**config.mk**
```make
export PLATFORM = sky130hd
export DESIGN_NAME = osd_menu_ctrl
export DESIGN_NICKNAME = d
export VERILOG_FILES = /design/src/rtl/osd_pkg.sv /design/src/rtl/osd_key_decoder.sv /design/src/rtl/osd_menu_ctrl.sv
export SDC_FILE = /design/constraint.sdc
export NUM_CORES = 1
export LEC_CHECK = 0
export ABC_AREA = 1
export BUFFER_PORTS_ARGS = -buffer_cell sky130_fd_sc_hd__buf_4
export CORE_MARGIN = 1.5
export CORE_UTILIZATION = 45
export CTS_BUF_LIST = sky130_fd_sc_hd__clkbuf_4 sky130_fd_sc_hd__clkbuf_8 sky130_fd_sc_hd__clkbuf_16
export CTS_CLUSTER_SIZE = 40
export DETAILED_ROUTE_END_ITERATION = 6
export GPL_ROUTABILITY_DRIVEN = 0
export PLACE_DENSITY_LB_ADDON = 0.05
export RECOVER_POWER = 100
export SYNTH_ARGS = -nofsm -noshare
export SYNTH_HDL_FRONTEND = slang
export SYNTH_SLANG_ARGS = --single-unit
```
**constraint.sdc**
```tcl
create_clock -name clk -period 2.55 [get_ports clk]
set_clock_uncertainty 0.15 [all_clocks]
set_input_delay 0.255 -clock clk [delete_from_list [all_inputs] [get_ports clk]]
set_output_delay 0.255 -clock clk [all_outputs]
set_load 0.02 [all_outputs]
```
**src/rtl/osd_pkg.sv**
```systemverilog
// Shared types for the OSD menu controller: FSM state encoding, decoded key
// bundle and the default infrared key codes.
package osd_pkg;

  typedef enum logic [1:0] {
    ST_IDLE = 2'd0,
    ST_NAV  = 2'd1,
    ST_EDIT = 2'd2
  } osd_state_e;

  typedef struct packed {
    logic menu;
    logic up;
    logic down;
    logic left;
    logic right;
    logic ok;
  } osd_keys_t;

  localparam logic [7:0] KEY_MENU_DEF  = 8'h45;
  localparam logic [7:0] KEY_UP_DEF    = 8'h18;
  localparam logic [7:0] KEY_DOWN_DEF  = 8'h52;
  localparam logic [7:0] KEY_LEFT_DEF  = 8'h08;
  localparam logic [7:0] KEY_RIGHT_DEF = 8'h5A;
  localparam logic [7:0] KEY_OK_DEF    = 8'h1C;

endpackage

```
**src/rtl/osd_key_decoder.sv**
```systemverilog
// Rising-edge detect on the key strobe plus code match. Decode is combinational
// from the edge so the controller's registered response lands one cycle later.
module osd_key_decoder
  import osd_pkg::*;
#(
  parameter logic [7:0] KEY_MENU  = KEY_MENU_DEF,
  parameter logic [7:0] KEY_UP    = KEY_UP_DEF,
  parameter logic [7:0] KEY_DOWN  = KEY_DOWN_DEF,
  parameter logic [7:0] KEY_LEFT  = KEY_LEFT_DEF,
  parameter logic [7:0] KEY_RIGHT = KEY_RIGHT_DEF,
  parameter logic [7:0] KEY_OK    = KEY_OK_DEF
) (
  input  logic       clk,
  input  logic       rst,
  input  logic [7:0] order,
  input  logic       order_en,
  output osd_keys_t  keys,
  output logic       key_any
);

  logic en_q;
  logic en_d;
  logic key_edge;

  always_comb begin
    en_d       = order_en;
    key_edge   = order_en & ~en_q;
    keys.menu  = key_edge & (order == KEY_MENU);
    keys.up    = key_edge & (order == KEY_UP);
    keys.down  = key_edge & (order == KEY_DOWN);
    keys.left  = key_edge & (order == KEY_LEFT);
    keys.right = key_edge & (order == KEY_RIGHT);
    keys.ok    = key_edge & (order == KEY_OK);
    key_any    = |keys;
  end

  always_ff @(posedge clk or posedge rst) begin
    if (rst) en_q <= 1'b0;
    else     en_q <= en_d;
  end

endmodule

```
**src/rtl/osd_menu_ctrl.sv**
```systemverilog
// OSD menu controller: key-driven navigation/edit FSM, shadow value bank,
// frame-aligned commit to the live configuration and idle-frame auto-hide.
module osd_menu_ctrl
  import osd_pkg::*;
#(
  parameter int                         N_ITEMS        = 5,
  parameter int                         VAL_W          = 4,
  parameter int                         MAX_VAL        = 2**VAL_W - 1,
  parameter logic [N_ITEMS*VAL_W-1:0]   DEFAULTS       = '0,
  parameter int                         TIMEOUT_FRAMES = 300,
  parameter logic [7:0]                 KEY_MENU       = KEY_MENU_DEF,
  parameter logic [7:0]                 KEY_UP         = KEY_UP_DEF,
  parameter logic [7:0]                 KEY_DOWN       = KEY_DOWN_DEF,
  parameter logic [7:0]                 KEY_LEFT       = KEY_LEFT_DEF,
  parameter logic [7:0]                 KEY_RIGHT      = KEY_RIGHT_DEF,
  parameter logic [7:0]                 KEY_OK         = KEY_OK_DEF
) (
  input  logic                          clk,
  input  logic                          rst,
  input  logic [7:0]                    order,
  input  logic                          order_en,
  input  logic                          frame_1st_pxl,
  output logic                          menu_on,
  output logic                          editing,
  output logic [$clog2(N_ITEMS)-1:0]    sel_line,
  output logic [N_ITEMS*VAL_W-1:0]      item_val,
  output logic [N_ITEMS*VAL_W-1:0]      cfg_val,
  output logic                          cfg_update
);

  localparam int SEL_W = $clog2(N_ITEMS);
  localparam int BANK_W = N_ITEMS * VAL_W;
  localparam int CNT_W = (TIMEOUT_FRAMES > 0) ? $clog2(TIMEOUT_FRAMES + 1) : 1;
  localparam logic [SEL_W-1:0] LAST_SEL = SEL_W'(N_ITEMS - 1);
  localparam logic [VAL_W-1:0] MAX_V    = VAL_W'(MAX_VAL);
  localparam logic [CNT_W-1:0] CNT_MAX  = '1;
  localparam logic [CNT_W-1:0] TO_V     = CNT_W'(TIMEOUT_FRAMES);

  osd_keys_t keys;
  logic      key_any;

  osd_key_decoder #(
    .KEY_MENU (KEY_MENU),
    .KEY_UP   (KEY_UP),
    .KEY_DOWN (KEY_DOWN),
    .KEY_LEFT (KEY_LEFT),
    .KEY_RIGHT(KEY_RIGHT),
    .KEY_OK   (KEY_OK)
  ) u_key_dec (
    .clk     (clk),
    .rst     (rst),
    .order   (order),
    .order_en(order_en),
    .keys    (keys),
    .key_any (key_any)
  );

  osd_state_e        state_q, state_d;
  logic [SEL_W-1:0]  sel_q, sel_d;
  logic [BANK_W-1:0] item_q, item_d;
  logic [BANK_W-1:0] cfg_q, cfg_d;
  logic              upd_q, upd_d;
  logic              dirty_q, dirty_d;
  logic [CNT_W-1:0]  cnt_q, cnt_d;
  logic              menu_on_q, menu_on_d;
  logic              editing_q, editing_d;

  logic [VAL_W-1:0]  cur_val;
  logic [CNT_W-1:0]  cnt_inc;
  logic              changed;
  int unsigned       base;

  always_comb begin
    state_d = state_q;
    sel_d   = sel_q;
    item_d  = item_q;
    cfg_d   = cfg_q;
    upd_d   = 1'b0;
    dirty_d = dirty_q;
    cnt_d   = cnt_q;
    changed = 1'b0;
    base    = int'(sel_q) * VAL_W;
    cur_val = item_q[base +: VAL_W];
    cnt_inc = (cnt_q == CNT_MAX) ? cnt_q : cnt_q + 1'b1;

    // Commit samples the pre-key shadow bank; a same-cycle edit re-arms dirty below.
    if (frame_1st_pxl && dirty_q) begin
      cfg_d   = item_q;
      upd_d   = 1'b1;
      dirty_d = 1'b0;
    end

    if (key_any) begin
      cnt_d = '0;
    end else if (state_q == ST_IDLE) begin
      cnt_d = '0;
    end else if (frame_1st_pxl) begin
      cnt_d = cnt_inc;
      if (TIMEOUT_FRAMES != 0 && cnt_inc >= TO_V) state_d = ST_IDLE;
    end

    case (state_q)
      ST_IDLE: begin
        if (keys.menu) state_d = ST_NAV;
      end
      ST_NAV: begin
        if (keys.menu)       state_d = ST_IDLE;
        else if (keys.up)    sel_d = (sel_q == '0) ? LAST_SEL : sel_q - 1'b1;
        else if (keys.down)  sel_d = (sel_q == LAST_SEL) ? '0 : sel_q + 1'b1;
        else if (keys.ok)    state_d = ST_EDIT;
      end
      ST_EDIT: begin
        if (keys.ok || keys.menu) begin
          state_d = ST_NAV;
        end else if (keys.left && cur_val != '0) begin
          item_d[base +: VAL_W] = cur_val - 1'b1;
          changed = 1'b1;
        end else if (keys.right && cur_val < MAX_V) begin
          item_d[base +: VAL_W] = cur_val + 1'b1;
          changed = 1'b1;
        end
      end
      default: state_d = ST_IDLE;
    endcase

    if (changed) dirty_d = 1'b1;

    menu_on_d = (state_d != ST_IDLE);
    editing_d = (state_d == ST_EDIT);
  end

  always_ff @(posedge clk or posedge rst) begin
    if (rst) begin
      state_q   <= ST_IDLE;
      sel_q     <= '0;
      item_q    <= DEFAULTS;
      cfg_q     <= DEFAULTS;
      upd_q     <= 1'b0;
      dirty_q   <= 1'b0;
      cnt_q     <= '0;
      menu_on_q <= 1'b0;
      editing_q <= 1'b0;
    end else begin
      state_q   <= state_d;
      sel_q     <= sel_d;
      item_q    <= item_d;
      cfg_q     <= cfg_d;
      upd_q     <= upd_d;
      dirty_q   <= dirty_d;
      cnt_q     <= cnt_d;
      menu_on_q <= menu_on_d;
      editing_q <= editing_d;
    end
  end

  assign menu_on    = menu_on_q;
  assign editing    = editing_q;
  assign sel_line   = sel_q;
  assign item_val   = item_q;
  assign cfg_val    = cfg_q;
  assign cfg_update = upd_q;

endmodule

```
# Word-level counts from Yosys, hierarchy flattened
# Index checks and enable logic that the tools add are counted.
totals:
  register_bits: 59
  inputBits: 12
  output_inout_bits: 46
  wordCells: 88
classes:
  addsub: 6
  order_cmp: 2
  n_eq_ne: 11
  shift: 4
  n_mux: 30
  bitwise: 10
  reduce_logical: 15
op_table:
  columns: ["cell", "n"]
  rows:
  - ["$shiftx A4 B34 Y20", 2]
  - ["$bwmux W20", 2]
  - ["$mux W20", 2]
  - ["$mux W9", 4]
  - ["$neg A5 Y34", 1]
  - ["$shift A4 B34 Y20 const A", 1]
  - ["$eq A8 B7 Y1 const B", 3]
  - ["$mux W2", 10]
  - ["$shiftx A20 B6 Y4", 1]
  - ["$eq A8 B5 Y1 const B", 2]
  - ["$mux W3", 4]
  - ["$add A9 B1 Y9 const B", 1]
  - ["$eq A9 B9 Y1 const B", 1]
  - ["$ge A9 B9 Y1 const B", 1]
  - ["$eq A8 B4 Y1 const B", 1]
  - ["$reduce_bool A2 Y1", 4]
  - ["$and A1 B1 Y1", 7]
  - ["$mux W1", 7]
  - ["$pmux W2 S3", 1]
  - ["$reduce_and A3 Y1", 2]
  - ["$reduce_or A6 Y1", 1]
  - ["$add A4 B1 Y4 const B", 1]
  - ["$eq A2 B2 Y1 const B", 2]
  - ["$lt A4 B4 Y1 const B", 1]
  - ["other kinds (12)", 16]

# Depth between registers and ports, before layout
# Gate-level depths: netlist of the first run.
depth:
  word_depth: 13
  ltp_mapped: 16
  ltp_nobuf: 15

# Hierarchy
# From an unflattened synthesis of the first run, not the netlist that was laid out.
unflattened:
  cells_unflattened: 458
  hier_area_um2: 3349.5
by_module_without_submodules:
  columns: ["mod", "n_inst", "cells_per_inst", "area_per_inst_um2", "seq_area_each_um2"]
  rows:
  - ["osd_menu_ctrl", 1, 421, 3131.8, 1451.4]
  - ["osd_key_decoder", 1, 37, 217.7, 25.0]

# Worst setup path before layout of the first run
# OpenSTA, ideal clock, no wires.
synth_timing:
  path_kind: "flip-flop to flip-flop"
  start: "register sel_q[0], in the netlist sel_line[0]"
  end: "register item_q[5], in the netlist item_val[5]"
  setup_time_ps: 65
  arrival_ps: 2204
  required_time_ps: 2335
  path_slack_ps: 131
  path_stages_with_launch: 12
  n_path_buf: 2
  period_less_slack_ps: 2419
  path_cell_list: "dfrtp_1 inv_2 buf_6 ha_1 ha_1 clkbuf_1 nand3_1 inv_1 nand2_1 o21ai_0 nand3_1 nand2_1"
synth_via:
  elab_chain_cells: 6
  word_cells_on_any_way: 17
  cone_classes: "3 x add/sub; 1 x order compare; 4 x shift; 4 x mux; 5 x reduce/logical"
synth_lines:
  columns: ["item", "line_no", "source"]
  rows:
  - ["start: declaration", "osd_menu_ctrl.sv:59", "logic [SEL_W-1:0] sel_q, sel_d;"]
  - ["start signal: assignment", "osd_menu_ctrl.sv:145", "sel_q <= sel_d;"]
  - ["$shiftx A20 B6 Y4", "osd_menu_ctrl.sv:83", "cur_val = item_q[base +: VAL_W];"]
  - ["$add A4 B1 Y4", "osd_menu_ctrl.sv:119", "item_d[base +: VAL_W] = cur_val + 1'b1;"]
  - ["$shiftx A4 B34 Y20", "osd_menu_ctrl.sv:119", null]
  - ["$bwmux W20", "osd_menu_ctrl.sv:119", null]
  - ["$mux W20", "osd_menu_ctrl.sv:118", "end else if (keys.right && cur_val < MAX_V) begin"]
  - ["$mux W20", "osd_menu_ctrl.sv:115", "end else if (keys.left && cur_val != '0) begin"]
  - ["end signal: assignment", "osd_menu_ctrl.sv:146", "item_q <= item_d;"]
  - ["end: declaration", "osd_menu_ctrl.sv:60", "logic [BANK_W-1:0] item_q, item_d;"]
# Several ways; a longest one is shown, not always the timed one. The select of a mux whose other input is x is not followed.
# A chain may end at the register's enable or synchronous reset.

# Final worst setup path of the first run
layout_timing:
  start: "register sel_q[0], in the netlist sel_line[0]"
  end: "register item_q[7], in the netlist item_val[7]"
# Same word-level chain as after synthesis.

==> summary by stage, run 1 <==
Drt
The routed layout has 3314 vias. After detailed routing, the average wire length per cell comes to 13.63 um. After detailed routing, the number of remaining DRC violations is 2.

The first detailed-routing pass took 7 iterations. The vias per cell is 5.098. Summed over all layers, the routed wires come to 8858 um.

The number of design-rule violations left by the first detailed-router iteration is 248. The number of antenna-violating nets in the routed design is 0.

Setup path
STA classifies the critical path startpoint as a register. The worst endpoint required time is 2670 ps. For the worst setup path, the data arrival time is 2550 ps. The biggest fanout along the worst timing path is 9.

The number of cells on the worst reg-to-reg path is 13. The critical path endpoint category is a register. The critical path in this run is classified as reg2reg.

Power and ir drop
Summing internal, switching and leakage power gives 1899 uW. In this run the static leakage power is 0.002144 uW. The power density normalized to cell area is 452.6 mW/mm^2. The peak supply drop is 0.2534 mV.

Layout
0 antenna diodes ended up in the layout. From synthesis to final layout, the design area changed by 20.47%. The share of cells above drive strength 1 is 0.1543.

Fill cells in the final layout number 761. Registers take 0.001478 sq mm. In the final layout, the multi-input gates occupy 0.001779 sq mm. The final standard cell utilization of the core is 0.5694.

The number of nets in the final layout is 568.

Floorplanning
The die is 90.98 um wide. The floorplan step set the die height to 90.98 um. The die covers 0.008277 sq mm.

The placeable core region is 0.007370 sq mm. For this configuration, the core starts out at a cell density of 0.4727. The initialized floorplan defines 31 standard-cell rows. The count of pins on the block boundary is 58.

Clock network
The H-tree was split into 3 levels. TritonCTS built the clock tree. Clock-pin slew was measured on the worst setup and hold paths at 70 ps. For this design, the sink count on the clock tree is 59.

The clock latency of the later-clocked register in the worst-skew pair is 350 ps. The root buffer cell chosen for the clock tree is clkbuf_8. The maximum buffer depth of the clock tree is 2. The number of buffers inserted during clock tree synthesis is 9.

Timing
Setup repair after global routing left no endpoint under its margin. Hold is met by 221.4 ps. The clock period minus worst slack is 2427 ps. At the pin with the least slew margin, the transition time is 1431 ps. The final count of hold timing violations was 0.

Measured against its own limit, the worst slew margin works out to 0.04619. The final number of setup-violating endpoints is 0. The highest achievable clock rate is 412.1 MHz. Summed over all failing endpoints, the final setup total negative slack is 0 ps. In the finished design, the share of the clock period the worst path needs comes to 0.9517. The number of pins with negative max-slew slack in the final report is 0.

Placed design
The post-DP HPWL is 6680 um. The count of buffers added on input and output ports is 57.

Yosys
Ranked by total cell area, the synthesized netlist is headed by dfrtp_1 (42%), nand2_1 (17%), nand3_1 (6.0%), inv_1 (5.4%), nor2_1 (4.3%). The count of yosys warnings during synthesis is 0. The count of cell types in the netlist is 32.

Yosys instantiated no cell more often than nand2_1. The synthesized instance count is 467. The number of flops mapped to enable cells by yosys is 0. The synthesized design spends more area on one cell type than any other, namely dfrtp_1. The commonest cells after synthesis are nand2_1 (155), dfrtp_1 (59), inv_1 (50). The dominant synthesized flop cell is dfrtp_1. After synthesis, the mean cell area works out to 7.459 sq um. The top-area cell type share of the netlist area is 0.4239. Of all flip-flops after synthesis, the portion carrying an async set or reset was 1.000. The number of register bits inferred by synthesis is 59. The number of nets in the synthesized netlist is 489. The share of the Yosys chip area taken by registers is 0.4239. The post-synth design cell area is 0.003483 sq mm.

Global routing
Global routing finished with a remaining overflow of 0. The number of antenna violations at the first check in global routing was 0. The via count of the first global-routing pass is 3012.

Across every metal layer, demand over resource in global routing totals 0.2285. The pin count of the biggest net entering global routing is 60. The first global-routing pass estimated 14830 um of wire.

Worst hold path
The worst hold path stage count is 5. The worst hold path class is in2reg.

Flow run
Max-cap violations in this run came to 0.

Outcome
The final reports fail on design-rule violations. The flow ran to the end, but the final reports show violations.
## layer usage
layer  track usage  part of all wire  up-vias
met1        0.3364              0.49     1513
met5             0                 0        -
met2        0.3352              0.42      131
li1              -                 -     1654
met4       0.08073             0.018        0
met3       0.04104             0.077       16
## area by class of cell
cell class,count,area share
multi-input combinational,345,0.4240
sequential,59,0.3521
timing repair buffer,75,0.09511
inverter,56,0.05128
clock buffer,10,0.03280
tap,99,0.02952
clock inverter,6,0.01521
## worst max-delay path: stages (launching register included)
cell and delay (ps):
dfrtp_2 500, buf_4 190, nand2_1 60, nand3_1 90, nand3_2 100, nand2_4 90, inv_2 90, ha_1 210
nand3_4 120, o21bai_2 220, nand3_1 190, nand2_2 170, nand2_1 80, o21ai_2 110
## kinds of logic after synthesis
kind of cell             synth area share
buffers and inverters             0.07292
adder cells (fa/ha/maj)           0.03592
XOR/XNOR                          0.01509
flip-flops                         0.4239
AO/OA/AOI/OAI                     0.08118
AND/OR/NAND/NOR                    0.3710
## sequential cells by signal, summed over array words and instances, names as in the netlist, named ones only
| name | cells |
|---|---|
| dirty_q | 1 |
| item_val | 15 |
| sel_line | 3 |
| state_q | 2 |
| cnt_q | 9 |
| menu_on | 1 |
| cfg_val | 20 |
| cfg_update | 1 |
| u_key_dec.en_q | 1 |
| editing | 1 |
## worst paths after layout
| check | startpoint | end | slack, ps |
|---|---|---|---|
| min reg2reg | cfg_val[3] | cfg_val[3] | 330 |
| min | order[7] | sel_line[1] | 220 |
| max reg2reg | sel_line[0] | item_val[7] | 120 |
| max in group asynchronous | rst | sel_line[0] | 490 |
| min in group asynchronous | rst | state_q[1] | 820 |
| max | sel_line[0] | item_val[7] | 120 |
## stage by stage
step | setup slack (ps) | std cells | cell area [sq um]
3_3_place_gp | 44.66 | 630 | 4111
3_5_place_dp | 31.68 | 630 | 4111
6_report | 123.2 | 650 | 4197
5_1_grt | 18.43 | 650 | 4197
2_1_floorplan | 130.9 | 467 | 3483
4_1_cts | 36.48 | 649 | 4344
## repair_timing
action                                 CTS  global route
hold buffers                             3             0
pin swaps                                0             0
gates cloned                             0             0
setup buffers                            0             1
setup endpoints to repair                1            12
resized for setup                        1            10
endpoints found under the hold margin   61             0
## power by group
part / total, uW / switching, uW / internal, uW / leakage [uW]
logic: 79.9 / 53.8 / 26.0 / 0.00125
registers: 944 / 3.73 / 940 / 0.000795
clock network: 876 / 398 / 477 / 0.0000987
## cell usage in the layout (no fill, tap or decap), drive strengths merged, types with 3 or more instances in the layout
| master | netlist | layout |
|---|---|---|
| nor3 | 12 | 12 |
| inv | 55 | 56 |
| nor2 | 42 | 42 |
| a211oi | 6 | 6 |
| dfrtp | 59 | 59 |
| o21ai | 25 | 25 |
| xor2 | 6 | 6 |
| clkbuf | 5 | 58 |
| a21oi | 10 | 10 |
| clkinv | 1 | 3 |
| nand3 | 49 | 49 |
| dlygate4sd3 | 0 | 3 |
| buf | 2 | 24 |
| nand4 | 8 | 8 |
| o21bai | 3 | 3 |
| ha | 10 | 10 |
| nand2 | 168 | 168 |
(Power assumes the default switching activity.)
==> run 2, diff against run 1 <==
--- a/config.mk
+++ b/config.mk
@@ -13,8 +13,10 @@
 export CTS_CLUSTER_SIZE = 40
 export DETAILED_ROUTE_END_ITERATION = 6
 export GPL_ROUTABILITY_DRIVEN = 0
+export GPL_TIMING_DRIVEN = 0
 export PLACE_DENSITY_LB_ADDON = 0.05
 export RECOVER_POWER = 100
+export REMOVE_ABC_BUFFERS = 1
 export SYNTH_ARGS = -nofsm -noshare
 export SYNTH_HDL_FRONTEND = slang
 export SYNTH_SLANG_ARGS = --single-unit
==> summary by stage, run 2 (same netlist as run 1, synthesis figures left out) <==
Clock network
The total number of clock tree sinks is 59 (unchanged). The clock edge transition at the registers on the reported setup and hold paths came to 60 ps (about the same). The clock latency of the later-clocked register in the worst-skew pair is 350 ps (about the same). TritonCTS built the clock tree. The maximum buffer depth of the clock tree is 2 (unchanged).

The number of buffers inserted during clock tree synthesis is 9 (unchanged). The tree is rooted in a clkbuf_8. The level count of the clock H-tree is 3 (unchanged).

Setup path
The capturing point of the worst reg2reg path is item_val[13]. The most numerous cell on the critical path is nand2_1. The worst setup path is captured at a register. The worst-case register-to-register setup slack was 80 ps (-40 ps). The type of the worst setup path is reg2reg. The worst endpoint required time is 2630 ps (-40 ps). The worst stage delay on the critical path was 550 ps (+50 ps). The origin of the critical flop-to-flop path is sel_line[0].

The nature of the critical path startpoint is a register. The biggest fanout along the worst timing path was 7 (-2). The slowest stage of the critical path is the dfrtp_4 cell. Traced cell by cell, the critical path runs through buf_4 -> nand2_1 -> nand3_1 -> nand3_2 -> nand2_4 -> inv_2 -> ha_2 -> nand3_4 -> o21bai_2 -> xor2_1 -> nor2_1 -> nand2_1 -> nand2_1. The length in cells of the worst reg-to-reg path is 13 (unchanged).

The arrival time at the worst endpoint is 2550 ps (about the same).

Power and ir drop
The share of total power in the clock network is 0.473 (+0.012). The cell-internal power was 1522 uW (+5.5%). The switching fraction of total power is 0.2186 (-0.02147). The combinational share of power is 0.043 (about the same). The net switching power came to 425.9 uW (-6.6%). The leakage dissipation came to 0.002111 uW (-1.5%). The power density normalized to cell area is 466.3 mW/mm^2 (+3.0%).

The peak supply drop came to 0.2620 mV (+3.4%). The sequential share of power is 0.485 (-0.012).

Placed design
The post-DP HPWL came to 6205 um (-7.1%). The number of placed instances, taps included came to 617 (-2.1%). The number of buffer cells added on primary ports is 57 (unchanged).

Outcome
The flow ran to the end, and the final reports show no timing, DRC or antenna violations.

Timing
The hold slack is 235.9 ps (+14.52 ps). The final number of setup-violating endpoints is 0 (unchanged). The final clock period utilization by the worst path is 0.9667 (+0.01501). The max-slew headroom at the worst pin is 0.4432 (+0.3970). The final-layout setup total negative slack is 0 ps (unchanged). The slew at the pin closest to its max-slew limit came to 833.2 ps (-597.5 ps). The clock period minus worst slack is 2465 ps (+38.27 ps). The highest achievable clock rate is 405.7 MHz (-1.6%). The final count of hold timing violations is 0 (unchanged). The number of pins with negative max-slew slack in the final report is 0 (unchanged).

Drt
The total iterations of the first detailed-routing run is 5 (-2). The number of design-rule violations left by the first detailed-router iteration came to 218 (-12%). The sum of routed wire length over all layers is 8519 um (-3.8%). The routed wirelength normalized by instance count is 13.29 um (-2.5%). The detailed-route DRC error count is 0 (-2).

The total number of vias is 3188 (-3.8%). The number of antenna-violating nets in the routed design was 0 (unchanged). The vias per cell is 4.973 (-2.5%).

Layout
The footprint of the multi-input gates is 0.001787 sq mm (+0.42%). The number of nets in the final layout is 560 (-1.4%). The register cell area after layout was 0.001481 sq mm (+0.25%). The library cell used most frequently in the layout, excluding fill and tap cells, is nand2_1. The number of standard cells in the layout, taps in and fillers out was 641 (-1.4%). Leaving out fill and tap cells, the most frequent cells in the layout are nand2_1 (155), dfrtp_1 (57), inv_1 (50). The synthesis-to-finish area growth is 19.94%. The share of cells above drive strength 1 is 0.1439 (-0.01035). The fill cell total of the finished layout came to 787 (+3.4%). The flip-flop count of the largest register after layout is 20 (unchanged).

The antenna cell count was 0 (unchanged).

Flow run
The count of max-cap constraint violations is 0 (unchanged).

Global routing
The pin count of the biggest net entering global routing is 43 (-28%). The first-pass GRT wire length was 14230 um (-4.1%). The total global routing track utilization is 0.2150 (-0.01352). The final global-route overflow total is 0 (unchanged). The number of antenna violations at the first check in global routing came to 0 (unchanged). The via count of the first global-routing pass was 3043 (+1.0%).

Floorplanning
The count of pins on the block boundary is 58 (unchanged). The cell row count is 31 (unchanged). The initial core utilization is 0.4727 (unchanged).

The placeable core region came to 0.007370 sq mm (unchanged). The area of the die is 0.008277 sq mm (unchanged). The die boundary height came to 90.98 um (unchanged).

The width of the die is 90.98 um (unchanged).

Worst hold path
The worst hold path begins at order[7]. The worst hold path stage count is 5 (unchanged). For hold timing, the worst endpoint is sel_line[1]. The tightest min-delay check is of the in2reg type.
run 2: worst max path at each step:
stage	start	to	cells past startpoint
5_1_grt	sel_line[0]	register	15
3_3_place_gp	sel_line[0]	item_val[15]	13
6_report	sel_line[0]	item_val[13]	13
2_1_floorplan	sel_line[0]	item_val[2]	7
4_1_cts	sel_line[0]	item_val[15]	13
3_5_place_dp	sel_line[0]	item_val[5]	9
run 2: metal layers:
metal  vias up  track usage  share of wire
li1       1635            -              -
met1      1476       0.2738           0.47
met2        67       0.3501           0.47
met3        10      0.04774          0.042
met4         0      0.09245          0.013
met5         -            0              0
run 2: area by class of cell:
type | instances | area share
clock buffers | 10 | 0.03145
clock inverters | 5 | 0.01887
inverters | 56 | 0.05361
multi-input cells | 345 | 0.4277
flip-flops and latches | 59 | 0.3546
well taps | 99 | 0.02965
repair buffers | 67 | 0.08416
run 2: per-stage QoR:
stage | util | worst slack (ps) | total power, uW | instance area [sq um]
floorplan | - | -4.130 | 1006 | 3442
global placement | 0.5419 | -381.6 | 1038 | 3994
detailed placement | 0.5447 | -387.7 | 1043 | 4014
CTS | 0.5839 | 27.31 | 1974 | 4303
global route | 0.5669 | -8.405 | 2035 | 4178
finish | 0.5669 | 84.89 | 1948 | 4178
run 2: what timing repair did:
item / CTS / global route
pin swaps: 0 / 1
gates cloned: 0 / 0
setup buffers: 4 / 2
setup endpoints to repair: 21 / 36
hold buffers: 3 / 0
endpoints found under the hold margin: 19 / 0
gates resized for setup: 8 / 7
run 2: critical path, delay by kind of cell (launching register included):
family / cells / cell delay (ps)
compound gates: 1 / 180
xor+xnor: 1 / 290
fa+ha+maj: 1 / 210
buf+inv: 2 / 250
flops: 1 / 550
simple gates: 8 / 710
run 2: power by group through the flow:
| stage | clock network, uW | registers (uW) | logic, uW |
|---|---|---|---|
| final | 921 | 944 | 82.9 |
| after global routing | 996 | 944 | 95.6 |
| after floorplan | 0 | 962 | 43.5 |
| after CTS | 944 | 944 | 85.8 |
| after detailed placement | 0 | 962 | 81.0 |
| after global placement | 0 | 962 | 75.6 |
